$ cat src/rtl/mips_pkg.sv
// Shared MIPS pipeline definitions: ALU op codes, default widths and
// forwarding-source encoding used by the ID/EX stage.
package mips_pkg;

    localparam int DW_DEF = 32;
    localparam int AW_DEF = 5;

    typedef enum logic [3:0] {
        ALU_AND = 4'd0,
        ALU_ADD = 4'd2,
        ALU_SUB = 4'd6,
        ALU_SLT = 4'd7,
        ALU_NOR = 4'd12,
        ALU_SLL = 4'd14
    } alu_op_e;

    typedef enum logic [1:0] {
        FWD_RF    = 2'd0,
        FWD_MEMWB = 2'd1,
        FWD_EXMEM = 2'd2
    } fwd_sel_e;

endpackage

$ cat src/rtl/forward_unit.sv
// Single-operand forwarding select: EX/MEM beats MEM/WB beats register file.
// Register 0 is hard-wired and never forwarded.
module forward_unit
    import mips_pkg::*;
#(
    parameter int DW = DW_DEF,
    parameter int AW = AW_DEF
) (
    input  logic [AW-1:0] src_addr,
    input  logic [DW-1:0] rf_data,
    input  logic          exmem_reg_write,
    input  logic [AW-1:0] exmem_dest,
    input  logic [DW-1:0] exmem_result,
    input  logic          memwb_reg_write,
    input  logic [AW-1:0] memwb_dest,
    input  logic [DW-1:0] memwb_data,
    output logic [DW-1:0] data
);

    fwd_sel_e sel;

    always_comb begin
        sel = FWD_RF;
        if (exmem_reg_write && (exmem_dest != '0) && (exmem_dest == src_addr))
            sel = FWD_EXMEM;
        else if (memwb_reg_write && (memwb_dest != '0) && (memwb_dest == src_addr))
            sel = FWD_MEMWB;
    end

    always_comb begin
        data = rf_data;
        case (sel)
            FWD_EXMEM: data = exmem_result;
            FWD_MEMWB: data = memwb_data;
            default:   data = rf_data;
        endcase
    end

endmodule

$ cat src/rtl/id_ex_stage.sv
// ID/EX pipeline register with operand forwarding, immediate select and
// load-use stall detection. Optional macro ID_EX_STALL_CNT_EN adds stall_count.
module id_ex_stage
    import mips_pkg::*;
#(
    parameter int DW = DW_DEF,
    parameter int AW = AW_DEF
) (
    input  logic          clk,
    input  logic          rst_n,
    input  logic          id_valid,
    input  logic [AW-1:0] id_rs_addr,
    input  logic [AW-1:0] id_rt_addr,
    input  logic [AW-1:0] id_dest,
    input  logic [DW-1:0] id_rs_data,
    input  logic [DW-1:0] id_rt_data,
    input  logic [DW-1:0] id_imm,
    input  logic [4:0]    id_shamt,
    input  logic [3:0]    id_alu_control,
    input  logic          id_alu_src,
    input  logic          id_use_rs,
    input  logic          id_use_rt,
    input  logic          id_reg_write,
    input  logic          id_mem_read,
    input  logic          id_mem_write,
    input  logic          id_mem_to_reg,
    input  logic          flush,
    input  logic          exmem_reg_write,
    input  logic [AW-1:0] exmem_dest,
    input  logic [DW-1:0] exmem_result,
    input  logic          memwb_reg_write,
    input  logic [AW-1:0] memwb_dest,
    input  logic [DW-1:0] memwb_data,
    output logic          stall,
    output logic          ex_valid,
    output logic [DW-1:0] alu_rs,
    output logic [DW-1:0] alu_rt,
    output logic [4:0]    alu_shamt,
    output logic [3:0]    alu_control,
    output logic [DW-1:0] ex_store_data,
    output logic [AW-1:0] ex_dest,
    output logic          ex_reg_write,
    output logic          ex_mem_read,
    output logic          ex_mem_write,
    output logic          ex_mem_to_reg
`ifdef ID_EX_STALL_CNT_EN
    ,
    output logic [31:0]   stall_count
`endif
);

    logic [AW-1:0] ex_rs_addr, ex_rt_addr;
    logic [DW-1:0] ex_rs_data, ex_rt_data, ex_imm;
    logic [4:0]    ex_shamt;
    logic [3:0]    ex_alu_control;
    logic          ex_alu_src;
    logic [DW-1:0] fwd_rs, fwd_rt;
    logic          rs_hit, rt_hit, bubble;

    // Load-use: the load's data is not available until MEM, so ID must wait one cycle.
    assign rs_hit = id_use_rs && (id_rs_addr == ex_dest);
    assign rt_hit = id_use_rt && (id_rt_addr == ex_dest);
    assign stall  = ex_valid && ex_mem_read && (ex_dest != '0) && id_valid && (rs_hit || rt_hit);
    assign bubble = flush || stall;

    always_ff @(posedge clk or negedge rst_n) begin
        if (!rst_n) begin
            ex_valid       <= 1'b0;
            ex_reg_write   <= 1'b0;
            ex_mem_read    <= 1'b0;
            ex_mem_write   <= 1'b0;
            ex_mem_to_reg  <= 1'b0;
            ex_rs_addr     <= '0;
            ex_rt_addr     <= '0;
            ex_dest        <= '0;
            ex_rs_data     <= '0;
            ex_rt_data     <= '0;
            ex_imm         <= '0;
            ex_shamt       <= '0;
            ex_alu_control <= '0;
            ex_alu_src     <= 1'b0;
        end else if (bubble) begin
            // Only the state-changing controls must die; datapath fields are don't-care.
            ex_valid     <= 1'b0;
            ex_reg_write <= 1'b0;
            ex_mem_read  <= 1'b0;
            ex_mem_write <= 1'b0;
        end else begin
            ex_valid       <= id_valid;
            ex_reg_write   <= id_reg_write;
            ex_mem_read    <= id_mem_read;
            ex_mem_write   <= id_mem_write;
            ex_mem_to_reg  <= id_mem_to_reg;
            ex_rs_addr     <= id_rs_addr;
            ex_rt_addr     <= id_rt_addr;
            ex_dest        <= id_dest;
            ex_rs_data     <= id_rs_data;
            ex_rt_data     <= id_rt_data;
            ex_imm         <= id_imm;
            ex_shamt       <= id_shamt;
            ex_alu_control <= id_alu_control;
            ex_alu_src     <= id_alu_src;
        end
    end

    forward_unit #(.DW(DW), .AW(AW)) u_fwd_rs (
        .src_addr        (ex_rs_addr),
        .rf_data         (ex_rs_data),
        .exmem_reg_write (exmem_reg_write),
        .exmem_dest      (exmem_dest),
        .exmem_result    (exmem_result),
        .memwb_reg_write (memwb_reg_write),
        .memwb_dest      (memwb_dest),
        .memwb_data      (memwb_data),
        .data            (fwd_rs)
    );

    forward_unit #(.DW(DW), .AW(AW)) u_fwd_rt (
        .src_addr        (ex_rt_addr),
        .rf_data         (ex_rt_data),
        .exmem_reg_write (exmem_reg_write),
        .exmem_dest      (exmem_dest),
        .exmem_result    (exmem_result),
        .memwb_reg_write (memwb_reg_write),
        .memwb_dest      (memwb_dest),
        .memwb_data      (memwb_data),
        .data            (fwd_rt)
    );

    assign alu_rs        = fwd_rs;
    assign alu_rt        = ex_alu_src ? ex_imm : fwd_rt;
    assign ex_store_data = fwd_rt;
    assign alu_shamt     = ex_shamt;
    assign alu_control   = ex_alu_control;

`ifdef ID_EX_STALL_CNT_EN
    always_ff @(posedge clk or negedge rst_n) begin
        if (!rst_n)
            stall_count <= '0;
        else if (stall)
            stall_count <= stall_count + 32'd1;
    end
`endif

endmodule

$ cat config.mk
export PLATFORM = sky130hd
export DESIGN_NAME = id_ex_stage
export DESIGN_NICKNAME = d
export VERILOG_FILES = /design/src/rtl/mips_pkg.sv /design/src/rtl/forward_unit.sv /design/src/rtl/id_ex_stage.sv
export SDC_FILE = /design/constraint.sdc
export NUM_CORES = 1
export LEC_CHECK = 0
export BUFFER_PORTS_ARGS = -buffer_cell sky130_fd_sc_hd__buf_2
export CAP_MARGIN = 40
export CORE_MARGIN = 3
export CORE_UTILIZATION = 45
export DETAILED_ROUTE_END_ITERATION = 6
export PLACE_DENSITY = 0.74
export SETUP_SLACK_MARGIN = 0.15
export SLEW_MARGIN = 5
export SYNTH_ARGS = -nofsm -noshare
export SYNTH_HDL_FRONTEND = slang
export SYNTH_HIERARCHICAL = 1
export SYNTH_SLANG_ARGS = --single-unit
export TNS_END_PERCENT = 10
$ cat constraint.sdc
create_clock -name clk -period 5.8 [get_ports clk]
set_input_delay 0.58 -clock clk [delete_from_list [all_inputs] [get_ports clk]]
set_output_delay 0.58 -clock clk [all_outputs]
set_load 0.01 [all_outputs]
==> results.sh <==
export IMPL_num_rows=49
export IMPL_drt_total_wl_um=28210
export IMPL_holdBufCountCts=0
export IMPL_p_leak_nw=4.357
export IMPL_worstPathArrival_ns=3.44
export IMPL_clk_latency_ns=0.43
export IMPL_cts_inserted_buffers=17
export IMPL_layout_commonest_cell="buf_2"
export IMPL_ir_drop_v=0.0001944
export IMPL_layout_common_cells="321 x buf_2, 125 x dfrtp_1, 118 x mux2_2"
export IMPL_worst_pin_slew_ns=0.8743
export IMPL_dr_total_vias=7409
export IMPL_start_util=0.4638
export IMPL_avgSynthCellArea_um2=12.20
export IMPL_r2r_start="ex_dest[3]"
export IMPL_cts_root_buf="clkbuf_16"
export IMPL_io_pins=323
export IMPL_synth_cells=692
export IMPL_gp_congestion=0.8882
export IMPL_detail_route_iter0_violations=473
export IMPL_tns_ns=0
export IMPL_fin_crit_ns=4.022
export IMPL_critPathMaxFanout=33
export IMPL_synth_seq_cells=126
export IMPL_die_w_um=143.0
export IMPL_final_antenna_net_count=0
export IMPL_startpoint="ex_rt_addr[3]"
export IMPL_grt_pass1_vias=7589
export IMPL_r2r_setup_slack_ns=3.28
export IMPL_area_delta_synth_final_pct=24.90
export IMPL_port_buffers=322
export IMPL_viasPerCell=6.113
export IMPL_rsz0062_at_grt="no"
export IMPL_dieArea_mm2=0.02045
export IMPL_maxSlewHeadroom=0.4159
export IMPL_core_area_mm2=0.01821
export IMPL_die_h_um=143.0
export IMPL_hold_path_class="in2async"
export IMPL_grt_remaining_overflow=0
export IMPL_worst_setup_path_end_kind="primary output"
export IMPL_grt_start_max_net_pins=125
export IMPL_tritoncts="built"
export IMPL_synth_cell_types=33
export IMPL_nFillCells=1522
export IMPL_final_layout_size_suffix_gt1_frac=0.6194
export IMPL_drv_slew=0
export IMPL_finClkSkew_ns=0.01390
export IMPL_worstRegToRegCells=5
export IMPL_drt_pre_antenna_iters=7
export IMPL_place_ws_ns=2.028
export IMPL_critPathRequiredTime_ns=5.22
export IMPL_clock_sinks=126
export IMPL_reg_top3="ex_imm x32, ex_rs_data x32, ex_rt_data x32"
export IMPL_nets=1174
export IMPL_post_drt_wl_per_cell_um=23.27
export IMPL_cap_violations=0
export IMPL_fmax_ghz=0.2486
export IMPL_yosysWarnings=6
export IMPL_synth_cell_area_mm2=0.008446
export IMPL_power_density_mw_per_mm2=276.9
export IMPL_layout_setup_ws_ns=1.778
export IMPL_ctsResizeCount=0
export IMPL_clk_pin_slew_worst_paths_ns=0.07
export IMPL_setup_viol=0
export IMPL_worstSetupPathType="reg2out"
export IMPL_grt_pass1_wl_um=43370
export IMPL_antenna_found_initial=3
export IMPL_fin_crit_sh=0.6935
export IMPL_cp_start_kind="flip-flop"
export IMPL_synth_nets=899
export IMPL_post_cts_buffers=0
export IMPL_clock_path_buffers=2
export IMPL_hpwl_um=19600
export IMPL_final_hold_viol_count=0
export IMPL_ys_seq_area_frac=0.3733
export IMPL_grt_usage=0.2726
export IMPL_final_util=0.5793
export IMPL_crit_path_end="alu_rt[28]"
export IMPL_htree_levels=4
export IMPL_status="completed"
export IMPL_drc=0
export IMPL_rr_endpoint="ex_imm[16]"
[worst min path at each step]
stage | cells after the start | end | slack, ns
6_report | 1 | ex_imm[18] | 0.17
5_1_grt | 1 | ex_imm[18] | 0.23
4_1_cts | 1 | ex_imm[18] | 0.21
3_5_place_dp | 1 | ex_imm[19] | 0.49
3_3_place_gp | 1 | ex_imm[17] | 0.48
2_1_floorplan | 0 | alu_control[0] | 0.28
[stage by stage]
stage                     hold WS [ns]  total power (W)  instance area, um^2  instances
after floorplan                 0.2844         0.001545                 8446        692
after global placement          0.4839         0.001822                 9887       1174
after detailed placement        0.4901         0.001840                 9947       1177
after CTS                       0.2108         0.002943                10540       1209
after global routing            0.2320         0.003057                10550       1211
final                           0.1707         0.002921                10550       1212
[power breakdown]
group / internal [W] / total, W / switching, W
combinational: 0.000355 / 0.000792 / 0.000436
sequential: 0.000967 / 0.00104 / 0.0000693
clock: 0.000652 / 0.00109 / 0.000442
total: 0.00197 / 0.00292 / 0.000948
[cells by family after synthesis]
group | Yosys count | synth area share
multiplexers | 149 | 0.2124
AO/OA/AOI/OAI | 145 | 0.1658
XOR/XNOR | 26 | 0.02696
flip-flops | 126 | 0.3733
AND/OR/NAND/NOR | 166 | 0.1501
buffers and inverters | 80 | 0.07141
[per-layer routing]
layer	vias to the layer above	GRT usage	wire length, um
met5	-	0	18
met4	2	0.08204	531
met3	45	0.08540	2656
met2	402	0.4407	13690
met1	3625	0.3517	11310
li1	3335	-	-
[worst max-delay path, cell delays in order (launching register included)]
cell	delay, ns
dfrtp_1	0.45
xnor2_1	0.22
nand3_2	0.58
buf_4	0.49
or4b_2	0.68
a31oi_1	0.26
mux2_2	0.19
buf_2	0.13
[cell usage after synthesis, drive strengths merged]
cell type,number,share of area
mux2,149,0.21
dfrtp,126,0.37
a31oi,64,0.090
nor4,64,0.047
o31ai,64,0.057
or4b,64,0.076
buf,42,0.052
clkbuf,38,0.020
xnor2,26,0.027
and2,8,0.0059
nand3,8,0.0059
nor2,6,0.0027
o22a,6,0.0062
o21a,5,0.0044
or4,5,0.0053
a21oi,4,0.0059
nand2,4,0.0018
nand4,4,0.0030
or3,2,0.0015
and3,1,0.00074
o21ba,1,0.0012
o22ai,1,0.00074
[final cells by class]
class | instances | area (um^2) | share of cell area
Clock inverter | 14 | 155.1 | 0.01471
Antenna cell | 3 | 7.507 | 0.0007117
Clock buffer | 18 | 439.2 | 0.04163
Multi-Input combinational cell | 486 | 4733 | 0.4487
Timing Repair Buffer | 336 | 1773 | 0.1681
Tap cell | 229 | 286.5 | 0.02716
Sequential cell | 126 | 3154 | 0.2990
No activity file was read; power rests on OpenSTA's default activity.
